### config.mk
export PLATFORM = sky130hd
export DESIGN_NAME = alu_sequencer
export DESIGN_NICKNAME = d
export VERILOG_FILES = /design/src/rtl/alu_seq_pkg.sv /design/src/rtl/alu_sequencer_counter.sv /design/src/rtl/alu_sequencer.sv
export SDC_FILE = /design/constraint.sdc
export NUM_CORES = 1
export LEC_CHECK = 0
export ABC_CLOCK_PERIOD_IN_PS = 2530
export BUFFER_PORTS_ARGS = -buffer_cell sky130_fd_sc_hd__buf_2
export CAP_MARGIN = 20
export CELL_PAD_IN_SITES_DETAIL_PLACEMENT = 0
export CELL_PAD_IN_SITES_GLOBAL_PLACEMENT = 2
export CORE_ASPECT_RATIO = 0.7
export CORE_MARGIN = 2
export CORE_UTILIZATION = 26
export DETAILED_ROUTE_END_ITERATION = 10
export PLACE_DENSITY = 0.76
export SETUP_SLACK_MARGIN = 0.05
export SLEW_MARGIN = 30
export SYNTH_ARGS = -nofsm -noshare
export SYNTH_HDL_FRONTEND = slang
export SYNTH_SLANG_ARGS = --single-unit
### constraint.sdc
create_clock -name clk -period 2.53 [get_ports clk]
set_input_delay 0.3795 -clock clk [delete_from_list [all_inputs] [get_ports clk]]
set_output_delay 0.3795 -clock clk [all_outputs]
set_load 0.005 [all_outputs]
### src/rtl/alu_seq_pkg.sv
// Shared types and the op-code to ALU control-word decode table for alu_sequencer.
package alu_seq_pkg;

  typedef enum logic [2:0] {
    OP_ADD = 3'd0,
    OP_SUB = 3'd1,
    OP_SLT = 3'd2
  } op_code_e;

  typedef enum logic [1:0] {
    S_IDLE = 2'd0,
    S_ARM  = 2'd1,
    S_RUN  = 2'd2,
    S_DONE = 2'd3
  } state_e;

  typedef struct packed {
    logic       c0;
    logic       c1;
    logic       a_mux;
    logic [1:0] b_mux;
    logic       cin;
    logic       sub;
    logic       stl;
    logic [1:0] mux3;
  } ctrl_t;

  // SUB builds on the ADD word and SLT on the SUB word; unlisted codes drive an all-zero word.
  function automatic ctrl_t decode_op(input logic [2:0] code);
    ctrl_t w;
    w = '0;
    case (code)
      OP_ADD, OP_SUB, OP_SLT: begin
        w.c0    = 1'b1;
        w.c1    = 1'b1;
        w.a_mux = 1'b1;
        w.b_mux = 2'b11;
      end
      default: w = '0;
    endcase
    if (code == OP_SUB || code == OP_SLT) begin
      w.sub = 1'b1;
      w.cin = 1'b1;
    end
    if (code == OP_SLT) w.stl = 1'b1;
    return w;
  endfunction

endpackage

### src/rtl/alu_sequencer_counter.sv
// Down-counter timer: clear reloads LOAD, enable decrements, terminal flags zero.
module seq_counter #(
  parameter int               WIDTH = 8,
  parameter logic [WIDTH-1:0] LOAD  = '1
) (
  input  logic             clk,
  input  logic             reset,
  input  logic             clear,
  input  logic             enable,
  output logic [WIDTH-1:0] count,
  output logic             terminal
);

  logic [WIDTH-1:0] count_q, count_d;

  always_comb begin
    count_d = count_q;
    if (clear) count_d = LOAD;
    else if (enable && (count_q != '0)) count_d = count_q - 1'b1;
  end

  always_ff @(posedge clk) begin
    if (!reset) count_q <= LOAD;
    else        count_q <= count_d;
  end

  assign count    = count_q;
  assign terminal = (count_q == '0);

endmodule

### src/rtl/alu_sequencer.sv
// Sequences one ALU operation per request against the slow instFlag cycle marker.
//   state | meaning
//   IDLE  | ready for a request, all ALU-side outputs zero
//   ARM   | operands/control latched, waiting for an instFlag rise
//   RUN   | A_Fclkpos high, ALU_O_Fclkpos after OUT_DELAY, waiting for next rise
//   DONE  | result presented until res_ready
module alu_sequencer
  import alu_seq_pkg::*;
#(
  parameter int TIMEOUT   = 255,
  parameter int OUT_DELAY = 4
) (
  input  logic        clk,
  input  logic        reset,
  input  logic        instFlag,
  input  logic        op_valid,
  output logic        op_ready,
  input  logic [2:0]  op_code,
  input  logic [15:0] op_a,
  input  logic [15:0] op_b,
  input  logic [15:0] op_pc,
  input  logic [15:0] op_instr,
  output logic [15:0] a,
  output logic [15:0] b,
  output logic [15:0] PC_in,
  output logic [15:0] instr_in,
  output logic        ALU_Control0,
  output logic        ALU_Control1,
  output logic        A_mux,
  output logic        B_mux0,
  output logic        B_mux1,
  output logic        Adder_Cin,
  output logic        SUB,
  output logic        STL,
  output logic        mux3_0,
  output logic        mux3_1,
  output logic        A_Fclkpos,
  output logic        ALU_O_Fclkpos,
  input  logic [15:0] alu_out,
  input  logic        out_Zero_Detect,
  output logic        res_valid,
  input  logic        res_ready,
  output logic [15:0] res_data,
  output logic        res_zero,
  output logic        timeout_err
);

  localparam int               CNT_W    = $clog2(TIMEOUT + 1);
  // Counter holds TIMEOUT-1-k in the k-th cycle of a state, so zero marks the last allowed cycle.
  localparam logic [CNT_W-1:0] CNT_LOAD = CNT_W'(TIMEOUT - 1);
  localparam logic [CNT_W-1:0] OUT_CMP  = CNT_W'(TIMEOUT - OUT_DELAY);

  state_e      state_q, state_d;
  logic        inst_flag_q;
  logic        flag_rise, accept, abort, going_idle;
  logic [CNT_W-1:0] count;
  logic        terminal, cnt_clear;

  logic        op_ready_q, op_ready_d;
  ctrl_t       ctrl_q, ctrl_d;
  logic [15:0] a_q, a_d, b_q, b_d, pc_q, pc_d, instr_q, instr_d;
  logic        a_fclk_q, a_fclk_d, alu_o_fclk_q, alu_o_fclk_d;
  logic        res_valid_q, res_valid_d, res_zero_q, res_zero_d;
  logic [15:0] res_data_q, res_data_d;
  logic        timeout_err_q, timeout_err_d;

  assign flag_rise = instFlag & ~inst_flag_q;
  assign accept    = op_valid & op_ready_q;
  assign cnt_clear = (state_d != state_q) || !((state_q == S_ARM) || (state_q == S_RUN));

  seq_counter #(.WIDTH(CNT_W), .LOAD(CNT_LOAD)) u_wait_cnt (
    .clk      (clk),
    .reset    (reset),
    .clear    (cnt_clear),
    .enable   (1'b1),
    .count    (count),
    .terminal (terminal)
  );

  always_ff @(posedge clk) begin
    if (!reset) begin
      state_q       <= S_IDLE;
      inst_flag_q   <= 1'b0;
      op_ready_q    <= 1'b0;
      ctrl_q        <= '0;
      a_q           <= '0;
      b_q           <= '0;
      pc_q          <= '0;
      instr_q       <= '0;
      a_fclk_q      <= 1'b0;
      alu_o_fclk_q  <= 1'b0;
      res_valid_q   <= 1'b0;
      res_data_q    <= '0;
      res_zero_q    <= 1'b0;
      timeout_err_q <= 1'b0;
    end else begin
      state_q       <= state_d;
      inst_flag_q   <= instFlag;
      op_ready_q    <= op_ready_d;
      ctrl_q        <= ctrl_d;
      a_q           <= a_d;
      b_q           <= b_d;
      pc_q          <= pc_d;
      instr_q       <= instr_d;
      a_fclk_q      <= a_fclk_d;
      alu_o_fclk_q  <= alu_o_fclk_d;
      res_valid_q   <= res_valid_d;
      res_data_q    <= res_data_d;
      res_zero_q    <= res_zero_d;
      timeout_err_q <= timeout_err_d;
    end
  end

  always_comb begin
    state_d = state_q;
    abort   = 1'b0;
    case (state_q)
      S_IDLE: if (accept) state_d = S_ARM;
      S_ARM: begin
        if (flag_rise) state_d = S_RUN;
        else if (terminal) begin
          state_d = S_IDLE;
          abort   = 1'b1;
        end
      end
      S_RUN: begin
        if (flag_rise) state_d = S_DONE;
        else if (terminal) begin
          state_d = S_IDLE;
          abort   = 1'b1;
        end
      end
      S_DONE: if (res_ready) state_d = S_IDLE;
      default: state_d = S_IDLE;
    endcase
  end

  always_comb begin
    going_idle    = (state_d == S_IDLE);
    // Held low during the abort pulse so a new request is only taken after it.
    op_ready_d    = going_idle & ~abort;
    timeout_err_d = abort;
    ctrl_d        = ctrl_q;
    a_d           = a_q;
    b_d           = b_q;
    pc_d          = pc_q;
    instr_d       = instr_q;
    if (accept) begin
      ctrl_d  = decode_op(op_code);
      a_d     = op_a;
      b_d     = op_b;
      pc_d    = op_pc;
      instr_d = op_instr;
    end else if (going_idle) begin
      ctrl_d  = '0;
      a_d     = '0;
      b_d     = '0;
      pc_d    = '0;
      instr_d = '0;
    end
    a_fclk_d     = (state_d == S_RUN);
    alu_o_fclk_d = (state_d == S_RUN) &&
                   (alu_o_fclk_q || ((state_q == S_RUN) && (count == OUT_CMP)));
    res_valid_d  = (state_d == S_DONE);
    res_data_d   = res_data_q;
    res_zero_d   = res_zero_q;
    if ((state_q == S_RUN) && flag_rise) begin
      res_data_d = alu_out;
      res_zero_d = out_Zero_Detect;
    end else if (going_idle) begin
      res_data_d = '0;
      res_zero_d = 1'b0;
    end
  end

  assign op_ready      = op_ready_q;
  assign a             = a_q;
  assign b             = b_q;
  assign PC_in         = pc_q;
  assign instr_in      = instr_q;
  assign ALU_Control0  = ctrl_q.c0;
  assign ALU_Control1  = ctrl_q.c1;
  assign A_mux         = ctrl_q.a_mux;
  assign B_mux0        = ctrl_q.b_mux[0];
  assign B_mux1        = ctrl_q.b_mux[1];
  assign Adder_Cin     = ctrl_q.cin;
  assign SUB           = ctrl_q.sub;
  assign STL           = ctrl_q.stl;
  assign mux3_0        = ctrl_q.mux3[0];
  assign mux3_1        = ctrl_q.mux3[1];
  assign A_Fclkpos     = a_fclk_q;
  assign ALU_O_Fclkpos = alu_o_fclk_q;
  assign res_valid     = res_valid_q;
  assign res_data      = res_data_q;
  assign res_zero      = res_zero_q;
  assign timeout_err   = timeout_err_q;

endmodule

=== Yosys cells after proc, flatten, opt, wreduce, memory -nomap -nowiden ===
Cells that the tools add are included.

* Memory bits (read-only): 0
* Memory bits (writable): 0
* Bits in latches: 0
* Register bits: 105
* Logic and storage cells: 77
* Memories: 0

* Shift operators: 0
* Order comparisons: 0
* Muxes and demuxes: 22
* Add/subtract/negate cells: 1
* Bitwise logic cells: 6
* Multiply operators: 0
* Equal/unequal tests: 9
* Divide/modulo/power cells: 0
* Reduce and logical (&&, ||, !) cells: 18

{| class="wikitable"
|+ Operators by type and width
! cell !! number
|-
| 2-to-1 mux 16 bit || 6
|-
| 2-to-1 mux 10 bit || 2
|-
| 2-to-1 mux 2 bit || 6
|-
| equality test 2 bit, second input constant || 4
|-
| equality test 8 bit, second input constant || 1
|-
| zero test 8 bit || 1
|-
| one-hot mux 2 bit (4 select lines) || 1
|-
| nonzero test 8 bit || 1
|-
| subtractor 8 x 1 -> 8 bit, second input constant || 1
|-
| 2-to-1 mux 1 bit || 6
|-
| 2-to-1 mux 5 bit || 1
|-
| zero test 2 bit || 2
|-
| logical OR 1 bit || 4
|-
| nonzero test 2 bit || 2
|-
| OR reduction 2 bit || 2
|-
| bitwise AND 1 bit || 3
|-
| equality test 3 x 1 -> 1 bit, second input constant || 1
|-
| equality test 3 x 2 -> 1 bit, second input constant || 1
|-
| logical AND 1 bit || 3
|-
| zero test 3 bit || 1
|-
| inverter 1 bit || 3
|-
| OR reduction 3 bit || 1
|-
| equality test 2 x 1 -> 1 bit, second input constant || 1
|-
| != test 2 bit || 1
|-
| zero test 1 bit || 1
|}

=== Depth between registers and ports, before layout ===
Gate-level depths: netlist (run 1).

* Depth after elaboration: 7
* Mapped depth: 9
* Mapped depth without buffers: 7

=== Cells and area by module ===
From an unflattened synthesis (run 1), not the netlist that was laid out.

* Cell total of the unflattened synthesis: 605
* Area, all modules: 5,388.9 um2

{| class="wikitable"
|+ By module, submodules not included
! module !! cells an instance !! area an instance (um2) !! sequential area each (um2) !! times used
|-
| alu_sequencer || 556 || 4,946.0 || 1,841.8 || 1
|-
| seq_counter || 49 || 442.9 || 160.2 || 1
|}

=== Worst setup path after synthesis (run 1) ===
OpenSTA, ideal clock, no wires.

* Path type: register -> register
* Start: reg state_q[0]
* End: reg ctrl_q (netlist bit Adder_Cin)
* Library setup time: 0.117 ns
* Arrival: 2.105 ns
* Period minus slack after synthesis: 2.222 ns
* Cell stages (with the launch flop): 10
* Slack: 0.308 ns
* Path through: dfxtp_1 -> inv_1 -> ha_1 -> or2_1 -> a221o_1 -> o21ai_1 -> o21ai_1 -> buf_2 -> buf_6 -> a22o_1

* Cells in the longest elaborated chain, start to end: 5
* Elaborated cells between the ends (all ways): 12

{| class="wikitable"
|+ RTL lines
! element !! RTL line !! RTL
|-
| start: declaration || alu_sequencer.sv:53 || <nowiki>state_e state_q, state_d;</nowiki>
|-
| start signal: assignment || alu_sequencer.sv:97 || <nowiki>state_q <= state_d;</nowiki>
|-
| 2-to-1 mux 2 bit || alu_sequencer.sv:121, alu_sequencer.sv:128 ||
|-
| 2-to-1 mux 2 bit, on equally long branches || alu_sequencer.sv:127, alu_sequencer.sv:120 ||
|-
| one-hot mux 2 bit (4 select lines) * || alu_sequencer.sv:117 || <nowiki>case (state_q)</nowiki>
|-
| zero test 2 bit * || alu_sequencer.sv:139 || <nowiki>going_idle = (state_d == S_IDLE);</nowiki>
|-
| nonzero test 2 bit (no line) * || - ||
|-
| end signal: assignment || alu_sequencer.sv:100 || <nowiki>ctrl_q <= ctrl_d;</nowiki>
|-
| end: declaration || alu_sequencer.sv:60 || <nowiki>ctrl_t ctrl_q, ctrl_d;</nowiki>
|}

Mark *: on every way between the ends. The rest lies on a longest branch, timed or not.
A chain may end at the register's enable or synchronous reset.

=== Worst setup path after layout (run 1) ===
* Start: reg state_q[0]
* End: reg pc_q[14], in the netlist PC_in[14]

* Cells in the longest elaborated chain, start to end: 5
* Elaborated cells between the ends (all ways): 12

{| class="wikitable"
|+ RTL lines
! element !! RTL line !! RTL
|-
| 2-to-1 mux 2 bit || alu_sequencer.sv:121, alu_sequencer.sv:128 ||
|-
| 2-to-1 mux 2 bit, on equally long branches || alu_sequencer.sv:127, alu_sequencer.sv:120 ||
|-
| one-hot mux 2 bit (4 select lines) * || alu_sequencer.sv:117 ||
|-
| zero test 2 bit * || alu_sequencer.sv:139 ||
|-
| nonzero test 2 bit (no line) * || - ||
|-
| end signal: assignment || alu_sequencer.sv:103 || <nowiki>pc_q <= pc_d;</nowiki>
|-
| end: declaration || alu_sequencer.sv:61 || <nowiki>logic [15:0] a_q, a_d, b_q, b_d, pc_q, pc_d, instr_q, instr_d;</nowiki>
|}

Marked as above.

==> impl_metrics.csv, run 1 <==
group,metric,value,unit
synthesis,synth-edff-count,0,
clock_tree,ctsHtreeMaxLevel,3,
floorplanning,die_x,143,um
layout,multi_input_area,1380,um^2
timing,setup_viol_count_final,0,
synthesis,synthFlopType,"dfxtp_1",
pwr,max-vdd-ir-drop,0.366,mV
setup_path,worstPathRequired,2.76,ns
timing,fin_ws,0.194,ns
pwr,cellLeakagePower,2.45,nW
detailed_routing,routed_wl,9410,um
placed_design,gp_congestion,0.810,
global_route,grt-ovfl-total,0,
synthesis,ys_top_cells_by_count,"dfxtp_1 (100), a22o_1 (84), nand2_1 (14)",
floorplanning,fp.dieH,101,um
timing,finClkSkew,0.00702,ns
placed_design,dp.cells,660,
clock_tree,cts.repair.resized,0,
detailed_routing,avgViaCountPerCell,4.44,
hold_path,min_path_type,"in2reg",
synthesis,synth.most_common_cell,"dfxtp_1",
clock_tree,root_buffer,"clkbuf_16",
layout,fillers,1349,
global_route,gr-usage-all-layers,12.4,%
layout,fin_cells,676,
timing,slew_headroom,54.1,%
synthesis,yosysWarnings,0,
synthesis,synth_seq_cells,100,
setup_path,endpoint_kind,"flop",
clock_tree,worstSkewPairLatency,0.34,ns
detailed_routing,drt_iter0_drc,181,
setup_path,cp-start-kind,"flop",
setup_path,crit_type,"reg2reg",
timing,post-route-min-period,2.34,ns
synthesis,synth_cell_types,47,
pwr,powerDensity,927,nW/um^2
layout,fin_area,4980,um^2
timing,period_share,92.3,%
synthesis,synth_area,3530,um^2
floorplanning,start_util,26.7,%
timing,worst_pin_slew,0.687,ns
synthesis,yosys.area.top_type,"dfxtp_1",
timing,max_freq,428,MHz
global_route,antenna_found_initial,0,
global_route,grt_pass1_vias,2788,
timing,rsz0062_at_grt,"no",
detailed_routing,vias,3004,
clock_tree,cts_buffers,9,
synthesis,synthCells,304,
detailed_routing,wl_per_cell,13.9,um
outcome,status,"finished, final reports clean",
timing,whs,0.247,ns
layout,final_util,37.7,%
global_route,grt_max_degree,68,
timing,drv_slew,0,
placed_design,hpwl,6760,um
clock_tree,clock_sinks,100,
layout,ff_latch_area,2000,um^2
clock_tree,clk_pin_slew_worst_paths,0.07,ns
synthesis,synth_top_area_share,56.7,%
floorplanning,die_area,14500,um^2
timing,hold_violations,0,
placed_design,port_buffers,182,
layout,num_antenna_cells,0,
synthesis,async_reset_ff_share,0,%
synthesis,synthTopCellsByArea,"dfxtp_1 (57%), a22o_1 (21%), ha_1 (2.1%)",
layout,syn2layout_area_growth,41.1,%
timing,tns,0,ns
job,maxCapViolCount,0,
placed_design,place_ws,0.263,ns
clock_tree,postCtsHoldBufs,0,
floorplanning,core-area,13200,um^2
pwr,total_power,4.62,mW
placed_design,postPlaceCellArea,4660,um^2
setup_path,cp.arrival,2.56,ns
setup_path,cp_max_fo,67,
detailed_routing,dr.pass1.iters,4,
layout,nets,581,
detailed_routing,drc,0,
detailed_routing,ant_nets,0,
clock_tree,cts_buffer_depth,2,
floorplanning,rows,35,
synthesis,synth_seq_area_share,56.7,%
clock_tree,post-cts-setup-buffers,0,
synthesis,avgSynthCellArea,11.6,um^2
floorplanning,pin_count,185,
layout,drive_above_1_share,44.4,%
clock_tree,cts_tree,"built",
global_route,grt_pass1_wl,14200,um
## state kept, by name, indices dropped and copies added, names as in the netlist
| register | count |
|---|---|
| B_mux0 | 1 |
| Adder_Cin | 1 |
| state_q | 2 |
| instr_in | 16 |
| b | 16 |
| timeout_err | 1 |
| inst_flag_q | 1 |
| res_zero | 1 |
| res_data | 16 |
| a | 16 |
| A_Fclkpos | 1 |
| res_valid | 1 |
| op_ready | 1 |
| u_wait_cnt.count | 8 |
| PC_in | 16 |
| STL | 1 |
| ALU_O_Fclkpos | 1 |
## worst max-delay path: stages, from the launching register on
cell	delay (ns)
dfxtp_1	0.32
buf_4	0.16
ha_1	0.24
or2_1	0.24
a221o_1	0.37
o21ai_1	0.25
o21ai_4	0.10
buf_12	0.18
a22o_1	0.29
## layout make-up
class,count,area share [%]
clock inverter,7,1.96
inverter,9,0.678
timing repair buffer,192,20.3
clock buffer,9,4.52
sequential,100,40.2
tap,185,4.65
multi-input combinational,174,27.7
## metal layers
layer | part of all wire, % | up-vias | GRT usage, % | wire length (um)
met2 | 42 | 134 | 18.3 | 3910
met1 | 48 | 1365 | 16.5 | 4490
met5 | 0 | - | 0 | 0
met4 | 0.95 | 0 | 4.37 | 89
met3 | 9.7 | 6 | 5.11 | 914
li1 | - | 1499 | - | -
## power breakdown
group / internal, mW / switching [mW] / leakage [nW]
Combinational: 0.541 / 0.755 / 1.49
Sequential: 1.75 / 0.0942 / 0.811
Clock: 0.872 / 0.604 / 0.152
Total: 3.16 / 1.45 / 2.45
## path summary, 6_finish.rpt
| kind | slack [ns] | depth (start not counted) | endpoint | from |
|---|---|---|---|---|
| max | 0.19 | 8 | PC_in[14] | state_q[0] |
| min | 0.25 | 2 | PC_in[1] | op_pc[1] |
| max reg2reg | 0.19 | 8 | PC_in[14] | state_q[0] |
| min reg2reg | 0.47 | 1 | res_data[1] | res_data[1] |
## cell usage in the layout (no fill, tap or decap), types with 2 or more instances in the layout
cell type   Yosys  routed
a22o_1         84      84
nand2_1        14      14
clkbuf_16       0       9
clkinvlp_4      0       2
a21oi_1         3       3
dfxtp_1       100     100
o21ai_0         5       5
nor3_1          3       3
a21o_1          2       2
o21ai_1         3       2
inv_1           9       9
buf_12          0       2
bufinv_16       0       2
xor2_1          3       3
inv_6           0       2
buf_4           7       8
o31ai_1         2       2
conb_1          1       2
nor2b_1         2       2
ha_1            6       6
nand3_1         3       3
nand4_1         2       2
buf_2           1     182
nor2_1         10       8
and2_1          5       5
## kinds of logic after synthesis
group           count (synthesis)  share of synthesized area, %
xor+xnor                        4                         0.993
other cells                     1                         0.106
simple gates                   50                          7.91
buf+inv                        31                          4.93
flops                         100                          56.7
compound gates                110                          26.6
fa+ha+maj                       6                          2.13
mux                             2                         0.603
No activity file was read; power rests on OpenSTA's default activity.
==> inputs of run 2 (changes only) <==
--- a/config.mk
+++ b/config.mk
@@ -6,15 +6,15 @@
 export NUM_CORES = 1
 export LEC_CHECK = 0
 export ABC_CLOCK_PERIOD_IN_PS = 2530
-export BUFFER_PORTS_ARGS = -buffer_cell sky130_fd_sc_hd__buf_2
 export CAP_MARGIN = 20
 export CELL_PAD_IN_SITES_DETAIL_PLACEMENT = 0
 export CELL_PAD_IN_SITES_GLOBAL_PLACEMENT = 2
 export CORE_ASPECT_RATIO = 0.7
 export CORE_MARGIN = 2
-export CORE_UTILIZATION = 26
+export CORE_UTILIZATION = 36
 export DETAILED_ROUTE_END_ITERATION = 10
-export PLACE_DENSITY = 0.76
+export DONT_BUFFER_PORTS = 1
+export PLACE_DENSITY = 0.73
 export SETUP_SLACK_MARGIN = 0.05
 export SLEW_MARGIN = 30
 export SYNTH_ARGS = -nofsm -noshare
==> impl_metrics.csv, run 2 (same netlist as run 1, synthesis figures left out) <==
group,metric,value,unit
outcome,status,"finished, final reports clean",
pwr,clkPwrFrac,30.3,%
timing,drv_slew,0,
pwr,pwr-share-comb,25.4,%
timing,rsz0062_at_grt,"no",
layout,nets,396,
global_route,grt_pass1_wl,11400,um
global_route,grt-ovfl-total,0,
setup_path,cp_max_fo,35,
clock_tree,ctsHtreeMaxLevel,3,
pwr,p_int,2.90,mW
floorplanning,rows,30,
global_route,antenna_found_initial,0,
pwr,switchingPower,1.42,mW
clock_tree,worstSkewPairLatency,0.33,ns
floorplanning,die_x,122,um
detailed_routing,vias,2377,
detailed_routing,ant_nets,0,
clock_tree,cts_buffers,9,
layout,num_antenna_cells,0,
clock_tree,post-cts-setup-buffers,0,
detailed_routing,dr.pass1.iters,4,
timing,whs,0.168,ns
layout,drive_above_1_share,12.1,%
floorplanning,core-area,9610,um^2
pwr,max-vdd-ir-drop,0.393,mV
timing,tns,0,ns
floorplanning,die_area,10600,um^2
timing,finClkSkew,0.00728,ns
layout,final_cell_mix,"dfxtp_1 (98), a22o_1 (84), nand2_1 (14), inv_1 (9), clkbuf_16 (9)",
detailed_routing,drt_iter0_drc,181,
clock_tree,cts_buffer_depth,2,
placed_design,dp.cells,417,
timing,hold_violations,0,
setup_path,worstPathRequired,2.75,ns
global_route,gr-usage-all-layers,14.1,%
pwr,cellLeakagePower,1.57,nW
layout,final_common_cell,"dfxtp_1",
hold_path,min_from,"op_b[6]",
setup_path,cp.arrival,2.58,ns
job,maxCapViolCount,0,
pwr,netSwitchingFraction,32.9,%
detailed_routing,drc,0,
timing,post-route-min-period,2.36,ns
clock_tree,clk_pin_slew_worst_paths,0.07,ns
setup_path,cp-start-kind,"flop",
floorplanning,start_util,36.7,%
detailed_routing,wl_per_cell,19.0,um
placed_design,hpwl,5760,um
floorplanning,pin_count,185,
timing,max_freq,424,MHz
layout,syn2layout_area_growth,13.2,%
timing,worst_pin_slew,0.807,ns
global_route,grt_pass1_vias,2165,
placed_design,port_buffers,0,
layout,fin_cells,434,
detailed_routing,avgViaCountPerCell,5.48,
setup_path,crit_type,"reg2reg",
global_route,grt_max_degree,36,
floorplanning,fp.dieH,86.8,um
placed_design,gp_congestion,0.771,
clock_tree,cts_tree,"built",
timing,slew_headroom,45.7,%
hold_path,min_path_type,"in2reg",
setup_path,endpoint_kind,"flop",
detailed_routing,routed_wl,8260,um
clock_tree,postCtsHoldBufs,0,
pwr,pwr-share-seq,44.4,%
clock_tree,root_buffer,"clkbuf_16",
setup_path,startpoint,"state_q[0]",
clock_tree,clock_sinks,100,
timing,setup_viol_count_final,0,
pwr,powerDensity,1080,nW/um^2
setup_path,r2r-start,"state_q[0]",
timing,period_share,93.2,%
[run 2: metal layers]
| layer | vias up | GRT usage [%] | share of wire [%] |
|---|---|---|---|
| li1 | 1142 | - | - |
| met1 | 1101 | 18.2 | 46 |
| met2 | 125 | 19.3 | 41 |
| met3 | 9 | 7.50 | 12 |
| met4 | 0 | 6.17 | 1.1 |
| met5 | - | 0 | 0 |
[run 2: area by class of cell]
type | count | area (um^2)
inverter | 9 | 33.8
tap | 128 | 160
multi-input combinational | 175 | 1420
clock inverter | 5 | 42.5
clock buffer | 11 | 253
timing repair buffer | 6 | 82.6
fill | 915 | 5610
sequential | 100 | 2000
[run 2: stage by stage]
stage | util [%] | total power [mW] | worst slack [ns] | cell area [um^2]
2_1_floorplan | - | 2.69 | 0.308 | 3530
3_3_place_gp | 38.0 | 2.94 | 0.0644 | 3650
3_5_place_dp | 38.1 | 2.95 | 0.0961 | 3660
4_1_cts | 41.1 | 4.28 | 0.0826 | 3950
5_1_grt | 41.6 | 4.58 | 0.0841 | 4000
6_report | 41.6 | 4.32 | 0.172 | 4000
[run 2: final timing paths]
path / endpoint / slack (ns) / cells after the start
worst max-delay path: b[2] / 0.17 / 8
worst min-delay path: b[6] / 0.17 / 1
worst max register to register: b[2] / 0.17 / 8
worst min register to register: res_data[0] / 0.51 / 1
[run 2: timing repair]
| action | CTS | global route |
|---|---|---|
| setup endpoints to repair | 0 | 82 |
| endpoints found under the hold margin | 0 | 0 |
| resized for setup | 0 | 6 |
[run 2: critical path, stage by stage, from the launching register on]
cell and delay, ns:
dfxtp_2 0.39, inv_1 0.11, ha_1 0.28, or2_1 0.26, a221o_1 0.42, o21ai_2 0.22
o21ai_4 0.12, buf_12 0.18, a22o_1 0.24
[run 2: power by group through the flow]
stage / Combinational (mW) / Sequential (mW) / Clock [mW]
after detailed placement: 0.997 / 1.95 / 0
after global routing: 1.21 / 1.94 / 1.43
after CTS: 1.00 / 1.92 / 1.36
after global placement: 0.991 / 1.95 / 0
final: 1.10 / 1.92 / 1.31
after floorplan: 0.790 / 1.90 / 0
==> inputs of run 3 (changes only) <==
--- a/config.mk
+++ b/config.mk
@@ -5,16 +5,17 @@
 export SDC_FILE = /design/constraint.sdc
 export NUM_CORES = 1
 export LEC_CHECK = 0
+export ABC_AREA = 1
 export ABC_CLOCK_PERIOD_IN_PS = 2530
 export CAP_MARGIN = 20
 export CELL_PAD_IN_SITES_DETAIL_PLACEMENT = 0
 export CELL_PAD_IN_SITES_GLOBAL_PLACEMENT = 2
 export CORE_ASPECT_RATIO = 0.7
 export CORE_MARGIN = 2
-export CORE_UTILIZATION = 36
+export CORE_UTILIZATION = 35
 export DETAILED_ROUTE_END_ITERATION = 10
 export DONT_BUFFER_PORTS = 1
-export PLACE_DENSITY = 0.73
+export PLACE_DENSITY = 0.74
 export SETUP_SLACK_MARGIN = 0.05
 export SLEW_MARGIN = 30
 export SYNTH_ARGS = -nofsm -noshare
==> impl_metrics.csv, run 3 <==
group,metric,value,unit
outcome,status,"finished, final reports clean",
clock_tree,post-cts-setup-buffers,0,
layout,num_antenna_cells,0,
floorplanning,start_util,35.9,%
floorplanning,die_x,139,um
hold_path,whs_path_depth,2,
setup_path,path_cells,"inv_1 -> ha_1 -> nand2_2 -> nor2_2 -> nand3_1 -> nand2_1 -> nand2_1 -> nand2_1 -> nand2_1 -> inv_2 -> nand2_4 -> buf_12 -> nand3_1 -> a21oi_1",
clock_tree,postCtsHoldBufs,0,
placed_design,port_buffers,0,
timing,worst_pin_slew,0.627,ns
timing,drv_slew,0,
global_route,grt-ovfl-total,0,
synthesis,synth-edff-count,0,
setup_path,crit_type,"reg2reg",
timing,finClkSkew,0.00602,ns
synthesis,synthCells,503,
timing,setup_viol_count_final,0,
synthesis,yosys.area.top_type,"dfxtp_1",
synthesis,synth_cell_types,29,
layout,drive_above_1_share,28.2,%
clock_tree,cts_buffers,9,
setup_path,cpPeakStageDelay,0.33,ns
pwr,p_int,2.95,mW
setup_path,cp_max_fo,85,
pwr,max-vdd-ir-drop,0.730,mV
pwr,powerDensity,992,nW/um^2
pwr,switchingPower,1.82,mW
hold_path,min_from,"instFlag",
layout,multi_input_area,2110,um^2
hold_path,hold_end,"inst_flag_q",
floorplanning,fp.dieH,98.6,um
detailed_routing,wl_per_cell,17.0,um
timing,rsz0062_at_grt,"no",
synthesis,synthTopCellsByArea,"dfxtp_1 (45%), nand3_2 (11%), a21oi_2 (9.8%)",
setup_path,startpoint,"u_wait_cnt.count[0]",
floorplanning,core-area,12500,um^2
setup_path,cp_top_family,"simple AND/OR/NAND/NOR gates",
placed_design,hpwl,7480,um
floorplanning,pin_count,185,
timing,hold_violations,0,
pwr,pwr-share-seq,38.8,%
setup_path,endpoint_kind,"flop",
pwr,pwr-share-comb,30.7,%
detailed_routing,avgViaCountPerCell,5.12,
setup_path,cp-start-kind,"flop",
synthesis,async_reset_ff_share,0,%
detailed_routing,drt_iter0_drc,149,
setup_path,rrSetupSlack,0.29,ns
setup_path,r2r-start,"u_wait_cnt.count[0]",
job,maxCapViolCount,0,
detailed_routing,dr.pass1.iters,4,
layout,final_util,38.6,%
layout,fillers,1282,
synthesis,avgSynthCellArea,8.89,um^2
setup_path,cp.arrival,2.50,ns
layout,syn2layout_area_growth,7.75,%
clock_tree,root_buffer,"clkbuf_16",
global_route,grt_max_degree,86,
setup_path,slowest_stage,"dfxtp_1",
clock_tree,cts_buffer_depth,2,
pwr,clkPwrFrac,30.6,%
setup_path,crit_buf_inv,3,
global_route,grt_pass1_wl,17600,um
clock_tree,worstSkewPairLatency,0.34,ns
pwr,netSwitchingFraction,38.2,%
detailed_routing,vias,3319,
setup_path,worstPathRequired,2.79,ns
clock_tree,cts.repair.resized,0,
global_route,grt_pass1_vias,3316,
detailed_routing,drc,0,
layout,nets,576,
floorplanning,rows,34,
timing,max_freq,447,MHz
global_route,antenna_found_initial,0,
pwr,cellLeakagePower,1.59,nW
synthesis,synth_area,4470,um^2
setup_path,crit_path_frequent_cell,"nand2_1",
floorplanning,die_area,13700,um^2
layout,final_cell_mix,"nand2_1 (107), dfxtp_1 (100), nand3_2 (50), a21oi_2 (50), nand3_1 (43)",
synthesis,synth_seq_cells,100,
synthesis,ys_top_cells_by_count,"nand2_1 (108), dfxtp_1 (100), a21oi_2 (50), nand3_2 (50), nand3_1 (43)",
synthesis,yosysWarnings,0,
timing,slew_headroom,58.1,%
clock_tree,cts_tree,"built",
layout,final_common_cell,"nand2_1",
clock_tree,clk_pin_slew_worst_paths,0.07,ns
synthesis,synth_seq_area_share,44.8,%
synthesis,synth.most_common_cell,"nand2_1",
timing,post-route-min-period,2.24,ns
layout,ff_latch_area,2000,um^2
global_route,gr-usage-all-layers,15.9,%
detailed_routing,ant_nets,0,
placed_design,gp_congestion,0.782,
detailed_routing,routed_wl,11000,um
timing,tns,0,ns
timing,period_share,88.4,%
hold_path,min_path_type,"in2reg",
synthesis,synthFlopType,"dfxtp_1",
setup_path,r2r_end,"instr_in[4]",
timing,whs,0.144,ns
setup_path,reg2reg_depth,14,
clock_tree,clock_sinks,100,
clock_tree,ctsHtreeMaxLevel,3,
synthesis,synth_top_area_share,44.8,%
run 3: through the flow:
| stage | setup WS (ns) | power (mW) | cells | cell area (um^2) |
|---|---|---|---|---|
| after floorplan | 0.719 | 3.38 | 504 | 4470 |
| after global placement | 0.395 | 3.35 | 632 | 4500 |
| after detailed placement | 0.373 | 3.38 | 632 | 4500 |
| after CTS | 0.359 | 4.86 | 648 | 4820 |
| after global routing | 0.124 | 5.06 | 648 | 4820 |
| final | 0.295 | 4.78 | 648 | 4820 |
run 3: worst max-delay path by stage:
stage               slack (ns)             endpoint  depth (start not counted)
floorplan                 0.72               B_mux0                         15
global placement          0.39  u_wait_cnt.count[0]                         12
detailed placement        0.37             PC_in[0]                         14
CTS                       0.36          instr_in[8]                         14
global route              0.12          instr_in[1]                         14
finish                    0.29          instr_in[4]                         14
run 3: layer usage:
metal	part of all wire, %	GRT usage, %	vias up
met5	0	0	-
met1	43	19.9	1544
met4	0.86	3.73	0
li1	-	-	1630
met2	45	24.8	135
met3	11	7.77	10
run 3: cells by family (layout without fill, tap and decap cells):
family,Yosys count,after routing,synth area share [%]
DFF,100,100,44.8
and+or+nand+nor,237,237,29.8
other,1,2,0.0839
adders and majority gates,6,6,1.68
AOI/OAI and AO/OA,94,94,14.9
xor gates and xnor gates,3,3,0.588
buffers and inverters,62,44,8.23
run 3: area by class of cell:
| class | count | area share, % |
|---|---|---|
| Sequential cell | 100 | 41.6 |
| Clock buffer | 10 | 4.75 |
| Multi-Input combinational cell | 342 | 43.8 |
| Inverter | 22 | 1.82 |
| Timing Repair Buffer | 6 | 1.97 |
| Tap cell | 162 | 4.21 |
| Clock inverter | 6 | 1.84 |
run 3: power by group through the flow:
stage                     sequential [mW]  combinational, mW  clock (mW)
after floorplan                      1.85               1.53           0
after global placement               1.89               1.46           0
after detailed placement             1.89               1.49           0
after CTS                            1.85               1.49        1.51
after global routing                 1.87               1.62        1.57
final                                1.85               1.46        1.46
